**config.mk**
```make
export PLATFORM = sky130hd
export DESIGN_NAME = ahb_arbiter_rr_np
export DESIGN_NICKNAME = d
export VERILOG_FILES = /design/src/rtl/ahb_arbiter_rr_np.sv
export SDC_FILE = /design/constraint.sdc
export NUM_CORES = 1
export LEC_CHECK = 0
export CAP_MARGIN = 20
export CORE_UTILIZATION = 43
export DETAILED_ROUTE_END_ITERATION = 8
export PLACE_DENSITY = 0.69
export SYNTH_ARGS = -nofsm -noshare
export SYNTH_HDL_FRONTEND = slang
export SYNTH_SLANG_ARGS = --single-unit
```
**constraint.sdc**
```tcl
create_clock -name HCLK -period 2 [get_ports HCLK]
set_input_delay 0.2 -clock HCLK [delete_from_list [all_inputs] [get_ports HCLK]]
set_output_delay 0.2 -clock HCLK [all_outputs]
set_load 0.03 [all_outputs]
```
**src/rtl/ahb_arbiter_rr_np.sv**
```systemverilog
// Round-robin output-stage arbiter for the AHB bus matrix; holds grant over locks and bursts.
// Define AHB_ARB_PRIO_EN to add the req_prio input and priority classes ahead of round-robin.
module ahb_arbiter_rr_np #(
    parameter int unsigned NUM_PORTS = 4,
    parameter int unsigned PORT_W    = $clog2(NUM_PORTS),
    parameter int unsigned INCR_HOLD = 4,
    parameter int unsigned EARLY_MAX = 1
) (
    input  logic                   HCLK,
    input  logic                   HRESETn,
    input  logic [NUM_PORTS-1:0]   req_port,
    input  logic                   HREADYM,
    input  logic                   HSELM,
    input  logic [1:0]             HTRANSM,
    input  logic [2:0]             HBURSTM,
    input  logic                   HMASTLOCKM,
`ifdef AHB_ARB_PRIO_EN
    input  logic [2*NUM_PORTS-1:0] req_prio,
`endif
    output logic [PORT_W-1:0]      addr_in_port,
    output logic [NUM_PORTS-1:0]   grant_oh,
    output logic                   no_port
);

    localparam logic [1:0] TransIdle   = 2'b00;
    localparam logic [1:0] TransNonseq = 2'b10;
    localparam logic [1:0] TransSeq    = 2'b11;

    localparam logic [2:0] BurstIncr   = 3'd1;
    localparam logic [2:0] BurstWrap4  = 3'd2;
    localparam logic [2:0] BurstIncr4  = 3'd3;
    localparam logic [2:0] BurstWrap8  = 3'd4;
    localparam logic [2:0] BurstIncr8  = 3'd5;
    localparam logic [2:0] BurstWrap16 = 3'd6;
    localparam logic [2:0] BurstIncr16 = 3'd7;

    localparam logic [3:0]        IncrRemain = 4'(INCR_HOLD - 2);
    localparam logic [1:0]        EarlyMax   = 2'(EARLY_MAX);
    localparam logic [PORT_W-1:0] LastPort   = PORT_W'(NUM_PORTS - 1);

    logic [3:0]           remain_q, remain_d;
    logic                 hold_q, hold_d;
    logic [1:0]           early_q, early_d, early_now;
    logic [PORT_W-1:0]    addr_q, addr_d;
    logic                 no_port_q, no_port_d;
    logic                 started_q, started_d;
    logic [NUM_PORTS-1:0] cand;
    logic [PORT_W-1:0]    rr_base, rr_win;
    logic                 rr_found;

    always_ff @(posedge HCLK or negedge HRESETn) begin
        if (!HRESETn) begin
            remain_q  <= 4'd0;
            hold_q    <= 1'b0;
            early_q   <= 2'd0;
            addr_q    <= '0;
            no_port_q <= 1'b1;
            started_q <= 1'b0;
        end else if (HREADYM) begin
            remain_q  <= remain_d;
            hold_q    <= hold_d;
            early_q   <= early_d;
            addr_q    <= addr_d;
            no_port_q <= no_port_d;
            started_q <= started_d;
        end
    end

    // A NONSEQ arriving while still holding ends the previous INCR early; it counts at once
    // so the burst that would exceed EARLY_MAX is already refused its hold.
    always_comb begin
        early_now = early_q;
        if (hold_q && (HTRANSM == TransNonseq) && (early_q < EarlyMax)) begin
            early_now = early_q + 2'd1;
        end
    end

    always_comb begin
        remain_d = remain_q;
        hold_d   = hold_q;
        if (!HSELM || (HTRANSM == TransIdle)) begin
            remain_d = 4'd0;
            hold_d   = 1'b0;
        end else begin
            case (HTRANSM)
                TransNonseq: begin
                    unique case (HBURSTM)
                        BurstWrap16, BurstIncr16: begin
                            remain_d = 4'd14;
                            hold_d   = 1'b1;
                        end
                        BurstWrap8, BurstIncr8: begin
                            remain_d = 4'd6;
                            hold_d   = 1'b1;
                        end
                        BurstWrap4, BurstIncr4: begin
                            remain_d = 4'd2;
                            hold_d   = 1'b1;
                        end
                        BurstIncr: begin
                            if (early_now == EarlyMax) begin
                                remain_d = 4'd0;
                                hold_d   = 1'b0;
                            end else begin
                                remain_d = IncrRemain;
                                hold_d   = 1'b1;
                            end
                        end
                        default: begin
                            remain_d = 4'd0;
                            hold_d   = 1'b0;
                        end
                    endcase
                end
                TransSeq: begin
                    if (remain_q == 4'd0) begin
                        hold_d = 1'b0;
                    end else begin
                        remain_d = remain_q - 4'd1;
                    end
                end
                default: ;
            endcase
        end
    end

    assign early_d = hold_d ? early_now : 2'd0;

`ifdef AHB_ARB_PRIO_EN
    logic [1:0] prio_top;

    always_comb begin
        prio_top = 2'd0;
        for (int i = 0; i < int'(NUM_PORTS); i++) begin
            if (req_port[i] && (req_prio[2*i +: 2] > prio_top)) begin
                prio_top = req_prio[2*i +: 2];
            end
        end
        cand = '0;
        for (int i = 0; i < int'(NUM_PORTS); i++) begin
            cand[i] = req_port[i] && (req_prio[2*i +: 2] == prio_top);
        end
    end
`else
    assign cand = req_port;
`endif

    // Until the first grant after reset, search as if the last port had owned the bus,
    // so port 0 is examined first.
    always_comb begin
        rr_base  = started_q ? addr_q : LastPort;
        rr_found = 1'b0;
        rr_win   = rr_base;
        for (int k = 1; k <= int'(NUM_PORTS); k++) begin
            if (!rr_found && cand[PORT_W'((int'(rr_base) + k) % int'(NUM_PORTS))]) begin
                rr_found = 1'b1;
                rr_win   = PORT_W'((int'(rr_base) + k) % int'(NUM_PORTS));
            end
        end
    end

    always_comb begin
        addr_d    = addr_q;
        no_port_d = no_port_q;
        started_d = started_q;
        if (!(HMASTLOCKM || hold_d)) begin
            if (rr_found) begin
                addr_d    = rr_win;
                no_port_d = 1'b0;
                started_d = 1'b1;
            end else if (!no_port_q && HSELM) begin
                no_port_d = 1'b0;
            end else begin
                no_port_d = 1'b1;
            end
        end
    end

    always_comb begin
        grant_oh = '0;
        if (!no_port_q) begin
            grant_oh[addr_q] = 1'b1;
        end
    end

    assign addr_in_port = addr_q;
    assign no_port      = no_port_q;

endmodule

```
* After elaboration in Yosys (flattened, before gate mapping)
Index checks and enable logic that the tools add are counted.
** Storage, ports and cells
- Output and inout bits :: 7
- Input bits :: 14
- Register bits after elaboration :: 11
** Operators by class
- Eq/ne operators :: 11
- Add/subtract/negate cells :: 6
- Bitwise logic cells :: 1
- $lt $le $gt $ge :: 7
- Muxes and demuxes :: 38
- Reduce and logical (&&, ||, !) cells :: 24
** Operators by type and width (count)
- 2-to-1 mux 1 bit :: 18
- < comparator 2 x 4 -> 1 bit (second input constant) :: 4
- 2-to-1 mux 2 bit :: 8
- case mux 4 bit (4 select lines) :: 1
- == test 3 bit (second input constant) :: 4
- 2-to-1 mux 4 bit :: 3
- binary-select mux 1 bit (select 2 bit) :: 4
- case mux 4 bit (2 select lines) :: 1
- logical AND 1 bit :: 7
- adder 2 x 1 -> 2 bit (second input constant) :: 3
- == test 3 x 2 -> 1 bit (second input constant) :: 2
- AND reduction 3 bit :: 2
- OR reduction 2 bit :: 3
- OR reduction 6 bit :: 1
- logical NOT 1 bit :: 5
- adder 2 bit (second input constant) :: 2
- == test 2 bit (second input constant) :: 2
- logical NOT 4 bit :: 1
- case mux 1 bit (2 select lines) :: 2
- subtractor 4 x 1 -> 4 bit (second input constant) :: 1
- == test 3 x 1 -> 1 bit (second input constant) :: 1
- < comparator 2 x 3 -> 1 bit (second input constant) :: 1
- != test 3 bit (second input constant) :: 1
- nonzero test 3 bit :: 1
- other kinds (8) :: 9

* Logic depth before layout (Yosys ltp)
Gate-level depths: netlist (run 1).
- Depth in word-level cells :: 16
- Gate-level depth with buffers :: 8

* Least setup slack after synthesis (run 1)
OpenSTA, ideal clock, no wires.
- Kind :: reg2reg
- Start :: register addr_q[0] (netlist: addr_in_port[0])
- End :: register addr_q[0] (netlist: addr_in_port[0])
- Setup slack :: -76 ps
- Stages on the path, launching flop included :: 7
- Setup time :: 104 ps
- Arrival :: 1972 ps
- Cells stage by stage :: dfrtp_1 nand2b_4 mux4_2 nand3b_4 o221ai_4 mux2i_1 a221oi_1
** On the way
- Longest elaborated chain between the ends :: 16
- Elaborated cells between the ends (all ways) :: 32
- Those cells by class :: 4 x add/sub; 21 x mux; 7 x reduce/logical
** RTL lines
- start, declared :: RTL line 44 : logic [PORT_W-1:0] addr_q, addr_d;
- start signal, assigned :: RTL line 63 : addr_q <= addr_d;
- 2-to-1 mux 2 bit (*) :: RTL line 151 : rr_base = started_q ? addr_q : LastPort;
- adder 2 x 1 -> 2 bit :: RTL line 155, 157
- binary-select mux 1 bit (select 2 bit) :: RTL line 155 : if (!rr_found && cand[PORT_W'((int'(rr_base) + k) % int'(NUM_PORTS))]) begin
- 2-to-1 mux 1 bit (implied by the code) (2 in series) :: RTL line 155
- 2-to-1 mux 1 bit :: RTL line 155
- logical NOT 1 bit :: RTL line 155
- logical AND 1 bit :: RTL line 155
- 2-to-1 mux 1 bit :: RTL line 155
- logical NOT 1 bit :: RTL line 155
- logical AND 1 bit :: RTL line 155
- 2-to-1 mux 1 bit :: RTL line 155
- logical NOT 1 bit :: RTL line 155
- logical AND 1 bit :: RTL line 155
- 2-to-1 mux 1 bit :: RTL line 155
- AND reduction 3 bit (no line)
Mark *: on every way between the ends. The rest lies on a longest branch, timed or not. The select of a mux whose other input is x is not followed.
A chain may end at the register's enable or synchronous reset.

* Worst setup path after layout (run 1)
- Start :: register remain_q[1]
- End :: register no_port_q (netlist: no_port)
** On the way
- Longest elaborated chain between the ends :: 7
** RTL lines
- start, declared :: RTL line 41 : logic [3:0] remain_q, remain_d;
- start signal, assigned :: RTL line 60 : remain_q <= remain_d;
- logical NOT 4 bit :: RTL line 116 : if (remain_q == 4'd0) begin
- 2-to-1 mux 1 bit :: RTL line 116
- case mux 1 bit (2 select lines) :: RTL line 85 : case (HTRANSM)
- 2-to-1 mux 1 bit :: RTL line 81 : if (!HSELM || (HTRANSM == TransIdle)) begin
- logical OR 1 bit :: RTL line 166 : if (!(HMASTLOCKM || hold_d)) begin
- NOT 1 bit (no line)
- AND reduction 2 bit (no line)
- end signal, assigned :: RTL line 64 : no_port_q <= no_port_d;
- end, declared :: RTL line 45 : logic no_port_q, no_port_d;
Every way passes these cells.

==> flow_summary.yaml, run 1 <==
route:
  drc: 0
  vias_per_cell: 5.490
  dr_wl_met2_mm: 1.312
  met3WireLength_um: 122
  drtPass1Iterations: 4
  drt_iter0_markers: 19
  wl_per_cell_um: 13.77
  routed_wl_mm: 2.810
  vias: 1120
  wl_met1_mm: 1.328
  ant_nets: 0
  dr.max_layer_used: "met4"
pwr:
  total_power_mw: 1.538
  irDropWorstVdd_uv: 755.5
  power.density_nw_per_um2: 973.2
  cellLeakagePower_nw: 0.7116
synth:
  synth_area_um2: 1042
  yosysTopAreaCellShare_pct: 24.01
  synth_xor_area_share_pct: 0
  async_reset_ff_share_pct: 100.0
  synth-main-ff-cell: "dfrtp_1"
  ys.warnings.count: 0
  synthAdderAreaFrac_pct: 4.562
  synth-compound-area-share_pct: 29.29
  ys_ff_latch: 11
  synth.area.mux_share_pct: 5.162
  postSynthCellCount: 120
  ys_seq_area_share_pct: 26.53
  synth-simple-area-share_pct: 29.05
  yosysMostFrequentCell: "nand2_1"
  synth_edf_count: 0
  ys_top_cells_by_count: "14 x nand2_1, 10 x dfrtp_1, 9 x inv_1"
  synth_top_family_by_area: "compound AO/OA/AOI/OAI gates"
  syn-num-nets: 137
  synthTopCellsByArea: "dfrtp_1 24%, nand2_1 5.0%, and3b_1 4.2%"
  avgSynthCellArea_um2: 8.685
  synth_top_area_cell: "dfrtp_1"
  ys_types: 46
critical_path:
  critPathCaptureType: "flop"
  max_stage_delay_ps: 400
  cp_slowest_cell: "dfrtp_1"
  cp.arrival_ps: 2210
  path_class: "reg2reg"
  cpLargestDelayFamily: "compound AO/OA/AOI/OAI gates"
  crit_top_cell: "buf_4"
  crit_chain: "inv_2 -> ha_1 -> or3b_4 -> o211a_1 -> o21ai_1 -> buf_4 -> o221ai_4 -> buf_4 -> buf_4 -> o21a_1"
  path_max_fanout: 4
  required_ps: 2210
  crit_buf_inv: 4
  cp-start-kind: "flop"
cells_and_area:
  syn_to_final_growth_pct: 51.62
  fin_nets: 194
  fin_cells: 204
  antennaDiodeCount: 0
  num-fill-cells: 186
  multi_input_area_um2: 739.5
  drive_gt1_share_pct: 35.23
  regArea_um2: 280.3
floorplanning:
  num_io_pins: 21
  rows: 17
  die_w_um: 51.23
  die_area_um2: 2625
  die_y_um: 51.23
  core-area_um2: 2255
  start_util_pct: 46.23
sta:
  fin_crit_ps: 2002
  hold_viol: 0
  slew_headroom_pct: 66.31
  tightestPinTransition_ps: 503.8
  min_period_over_period_pct: 100.1
  hold_ws_ps: 257.4
  fin_skew_ps: 0.4212
  fin_ws_ps: -2.334
  report.final.slew_viol_count: 0
  rsz0062_at_grt: "yes"
  setup_viol: 1
  fmax_mhz: 499.4
clocking:
  insertion_delay_ps: 280
  clk_pin_slew_worst_paths_ps: 60
  cts_tree: "done"
  numCtsBuffers: 3
  cts_root_buffer: "clkbuf_4"
  clockBufferDepth: 2
  hold_buffers: 0
  htreeDepth: 1
  cts.sinks: 11
global_route:
  grt_pass1_wl_mm: 4.629
  antenna_found_initial: 0
  grt_pass1_vias: 1053
  grt_overflow_total: 0
  grt_max_degree: 12
  track_usage_pct: 24.08
placed_design:
  dp.cells: 188
  dp_hpwl_mm: 2.110
  dp_slack_ps: -130.6
  io_buffers: 20
  place.gp.congestion: 0.9717
outcome:
  failed_checks: "setup timing"
  outcome: "finished with violations"
flow_run:
  drv_cap: 0
hold_path:
  hold_path.class: "in2async"
[layer usage]
metal	vias up	global-route usage, %
met5	-	0
met3	5	5.357
met2	29	39.47
met1	516	31.08
met4	0	8.108
li1	570	-
[repair_timing]
item	4_1_cts	5_1_grt
pin swaps	0	6
setup endpoints to repair	6	6
setup buffers	3	9
gates resized for setup	8	12
[final cells by class]
cell class	count	area share, %
Sequential cell	11	17.74
Inverter	9	2.138
Timing Repair Buffer	56	29.45
Tap cell	28	2.217
Clock buffer	4	1.663
Multi-Input combinational cell	96	46.79
[metrics by stage]
stage	setup TNS [ps]	utilization [%]	cell area [µm²]
final	-2.334	70.09	1580
after CTS	0	66.26	1494
after global placement	-167.4	63.71	1436
after floorplan	0	-	1044
after detailed placement	-453.2	63.71	1436
after global routing	-354.5	70.09	1580
[registers in the layout, summed over array words and instances (netlist names)]
| signal | cells |
|---|---|
| addr_in_port | 2 |
| no_port | 1 |
| started_q | 1 |
| early_q | 2 |
| hold_q | 1 |
| remain_q | 4 |
[worst paths after layout]
kind | from | to | slack [ps] | cells past startpoint
max | remain_q[1] | no_port | -2 | 10
min | HRESETn | remain_q[2] | 260 | 1
max reg2reg | remain_q[1] | no_port | -2 | 10
min reg2reg | early_q[1] | early_q[1] | 520 | 2
max in group asynchronous | HRESETn | addr_in_port[1] | 1380 | 1
min in group HCLK | early_q[1] | early_q[1] | 520 | 2
[placed cells by master, fill, tap and decap left out, types with 2 or more instances in the layout]
master           count
a221oi_2             2
nand2b_1             3
clkdlybuf4s50_1     16
o21ai_0              4
dfrtp_1              7
and3b_1              5
ha_1                 2
a21o_1               2
inv_1                7
nor3b_1              2
nand2_1             14
nor2b_1              5
dfrtp_2              3
buf_4               36
nor3_1               5
a31oi_1              2
a22oi_2              2
nor2_1               6
a211o_1              2
nand4_1              2
nand3_1              2
dlygate4sd2_1        4
clkbuf_4             3
o21ai_1              5
a22o_1               2
inv_2                2
o31ai_1              4
[power breakdown]
group / total, mW / leakage (nW) / switching, mW / internal, mW
logic: 1.07 / 0.561 / 0.532 / 0.537
registers: 0.317 / 0.136 / 0.0513 / 0.265
clock network: 0.152 / 0.0150 / 0.0747 / 0.0776
[cell families (layout without fill, tap and decap cells)]
family	count (synthesis)	after routing
simple gates	50	50
compound gates	38	38
buf+inv	13	69
flops	11	11
fa+ha+maj	4	4
mux	4	4
(Power assumes the default switching activity.)
==> inputs of run 2 (changes only) <==
Settings changed: CORE_MARGIN from default to 4, PLACE_DENSITY 0.69 to default, PLACE_DENSITY_LB_ADDON from default to 0.08.
==> flow_summary.yaml, run 2 (synthesis results as in run 1) <==
sta:
  slew_headroom_pct: 63.68
  tightestPinTransition_ps: 543.1
  setup_tns_ps: 0
  fin_skew_ps: 1.133
  setup_viol: 0
  fmax_mhz: 504.3
  report.final.slew_viol_count: 0
  rsz0062_at_grt: "yes"
  fin_crit_ps: 1983
  min_period_over_period_pct: 99.15
  fin_ws_ps: 17.00
  hold_viol: 0
cells_and_area:
  drive_gt1_share_pct: 33.33
  antennaDiodeCount: 0
  layout_commonest_cell: "buf_4"
  layout_common_cells: "28 x buf_4, 16 x clkdlybuf4s50_1, 13 x nand2_1"
  num-fill-cells: 203
  fin_nets: 186
  multi_input_area_um2: 762.0
  syn_to_final_growth_pct: 47.90
  largest_reg_flops: 4
  regMostFlops: "remain_q"
  regArea_um2: 279.0
  final_core_util_pct: 68.37
placed_design:
  dp_hpwl_mm: 2.004
  io_buffers: 20
  place.gp.congestion: 0.8421
  dp_slack_ps: -67.80
route:
  vias: 1118
  wl_per_cell_um: 13.80
  drt_iter0_markers: 27
  drtPass1Iterations: 4
  routed_wl_mm: 2.704
  vias_per_cell: 5.704
  ant_nets: 0
  drc: 0
clocking:
  clk_pin_slew_worst_paths_ps: 70
  clockBufferDepth: 2
  cts_root_buffer: "clkbuf_4"
  cts_tree: "done"
  htreeDepth: 1
  insertion_delay_ps: 260
  cts.sinks: 11
  hold_buffers: 0
  numCtsBuffers: 3
floorplanning:
  die_w_um: 57.23
  start_util_pct: 46.23
  die_y_um: 57.23
  die_area_um2: 3275
  rows: 17
  core-area_um2: 2255
  num_io_pins: 21
hold_path:
  hold_path.class: "in2async"
global_route:
  grt_overflow_total: 0
  grt_use_met1_pct: 19.64
  grt_max_degree: 12
  grt_pass1_vias: 1038
  gr-max-usage-layer: "met2"
  track_usage_pct: 16.32
  antenna_found_initial: 0
  grtUsageMet2_pct: 30.02
  use_met3_pct: 2.715
  grt_pass1_wl_mm: 4.333
critical_path:
  cp.arrival_ps: 2190
  path_max_fanout: 4
  critPathCaptureType: "flop"
  rr_worst_depth: 9
  cpLargestDelayFamily: "compound AO/OA/AOI/OAI gates"
  r2r_start: "remain_q[1]"
  crit_buf_inv: 2
  required_ps: 2200
  max_stage_delay_ps: 400
  crit_chain: "inv_1 -> ha_1 -> or3b_4 -> o211a_1 -> o21ai_1 -> buf_4 -> o221ai_4 -> a31oi_1 -> o22a_1"
  r2r_end: "addr_in_port[1]"
  cp_slowest_cell: "dfrtp_1"
  worstSetupStartpoint: "remain_q[1]"
  crit_cells: 9
  path_class: "reg2reg"
  rrSetupSlack_ps: 20
  cp-endpoint: "addr_in_port[1]"
  cp-start-kind: "flop"
pwr:
  power.density_nw_per_um2: 966.8
  irDropWorstVdd_uv: 575.3
  cellLeakagePower_nw: 0.6870
flow_run:
  drv_cap: 0
outcome:
  outcome: "finished, final reports clean"
run 2: cell types whose count changed in the layout (fill, tap and decap cells not counted), sizes merged:
cell / previous run / this run
buf: 36 / 28
run 2: layer usage:
layer | wire length, µm | up-vias
li1 | - | 545
met1 | 1191 | 533
met2 | 1288 | 38
met3 | 209 | 2
met4 | 14 | 0
met5 | 0 | -
run 2: where the power goes:
group | leakage (nW) | total [mW] | switching (mW) | internal (mW)
clock | 0.0150 | 0.151 | 0.0742 | 0.0769
sequential | 0.137 | 0.321 | 0.0585 | 0.263
combinational | 0.535 | 1.02 | 0.506 | 0.512
total | 0.687 | 1.49 | 0.639 | 0.851
run 2: area by class of cell:
type	count	share of cell area, %
clock buffer	4	1.705
inverter	9	2.192
multi-input combinational	96	49.43
sequential	11	18.10
tap	28	2.273
timing repair buffer	48	26.30
run 2: what timing repair did:
item | CTS | global route
pin swaps | 0 | 5
resized for setup | 11 | 11
setup endpoints to repair | 7 | 7
buffers inserted | 1 | 5
cloned | 0 | 0
run 2: how the worst min path moves through the flow:
stage,to,start,slack [ps]
3_3_place_gp,early_q[1],early_q[1],490
4_1_cts,early_q[1],HRESETn,300
3_5_place_dp,early_q[1],early_q[1],500
6_report,hold_q,HRESETn,290
2_1_floorplan,addr_in_port[0],HRESETn,-100
5_1_grt,hold_q,HRESETn,320
run 2: stage by stage:
stage / area, µm² / cells / hold WS, ps / power, mW
after detailed placement: 1421 / 186 / 503.5 / 1.323
after CTS: 1473 / 191 / 298.4 / 1.482
after global routing: 1541 / 196 / 318.0 / 1.595
after global placement: 1421 / 186 / 490.3 / 1.309
final: 1541 / 196 / 288.3 / 1.490
after floorplan: 1044 / 120 / -95.59 / 0.9491
run 2: worst reg2reg max path, delay by kind of cell, from the launching register on:
kind	cells	cell delay, ps
adders and majority gates	1	130
DFF	1	400
and+or+nand+nor	1	380
buffers and inverters	2	220
AOI/OAI and AO/OA	5	790
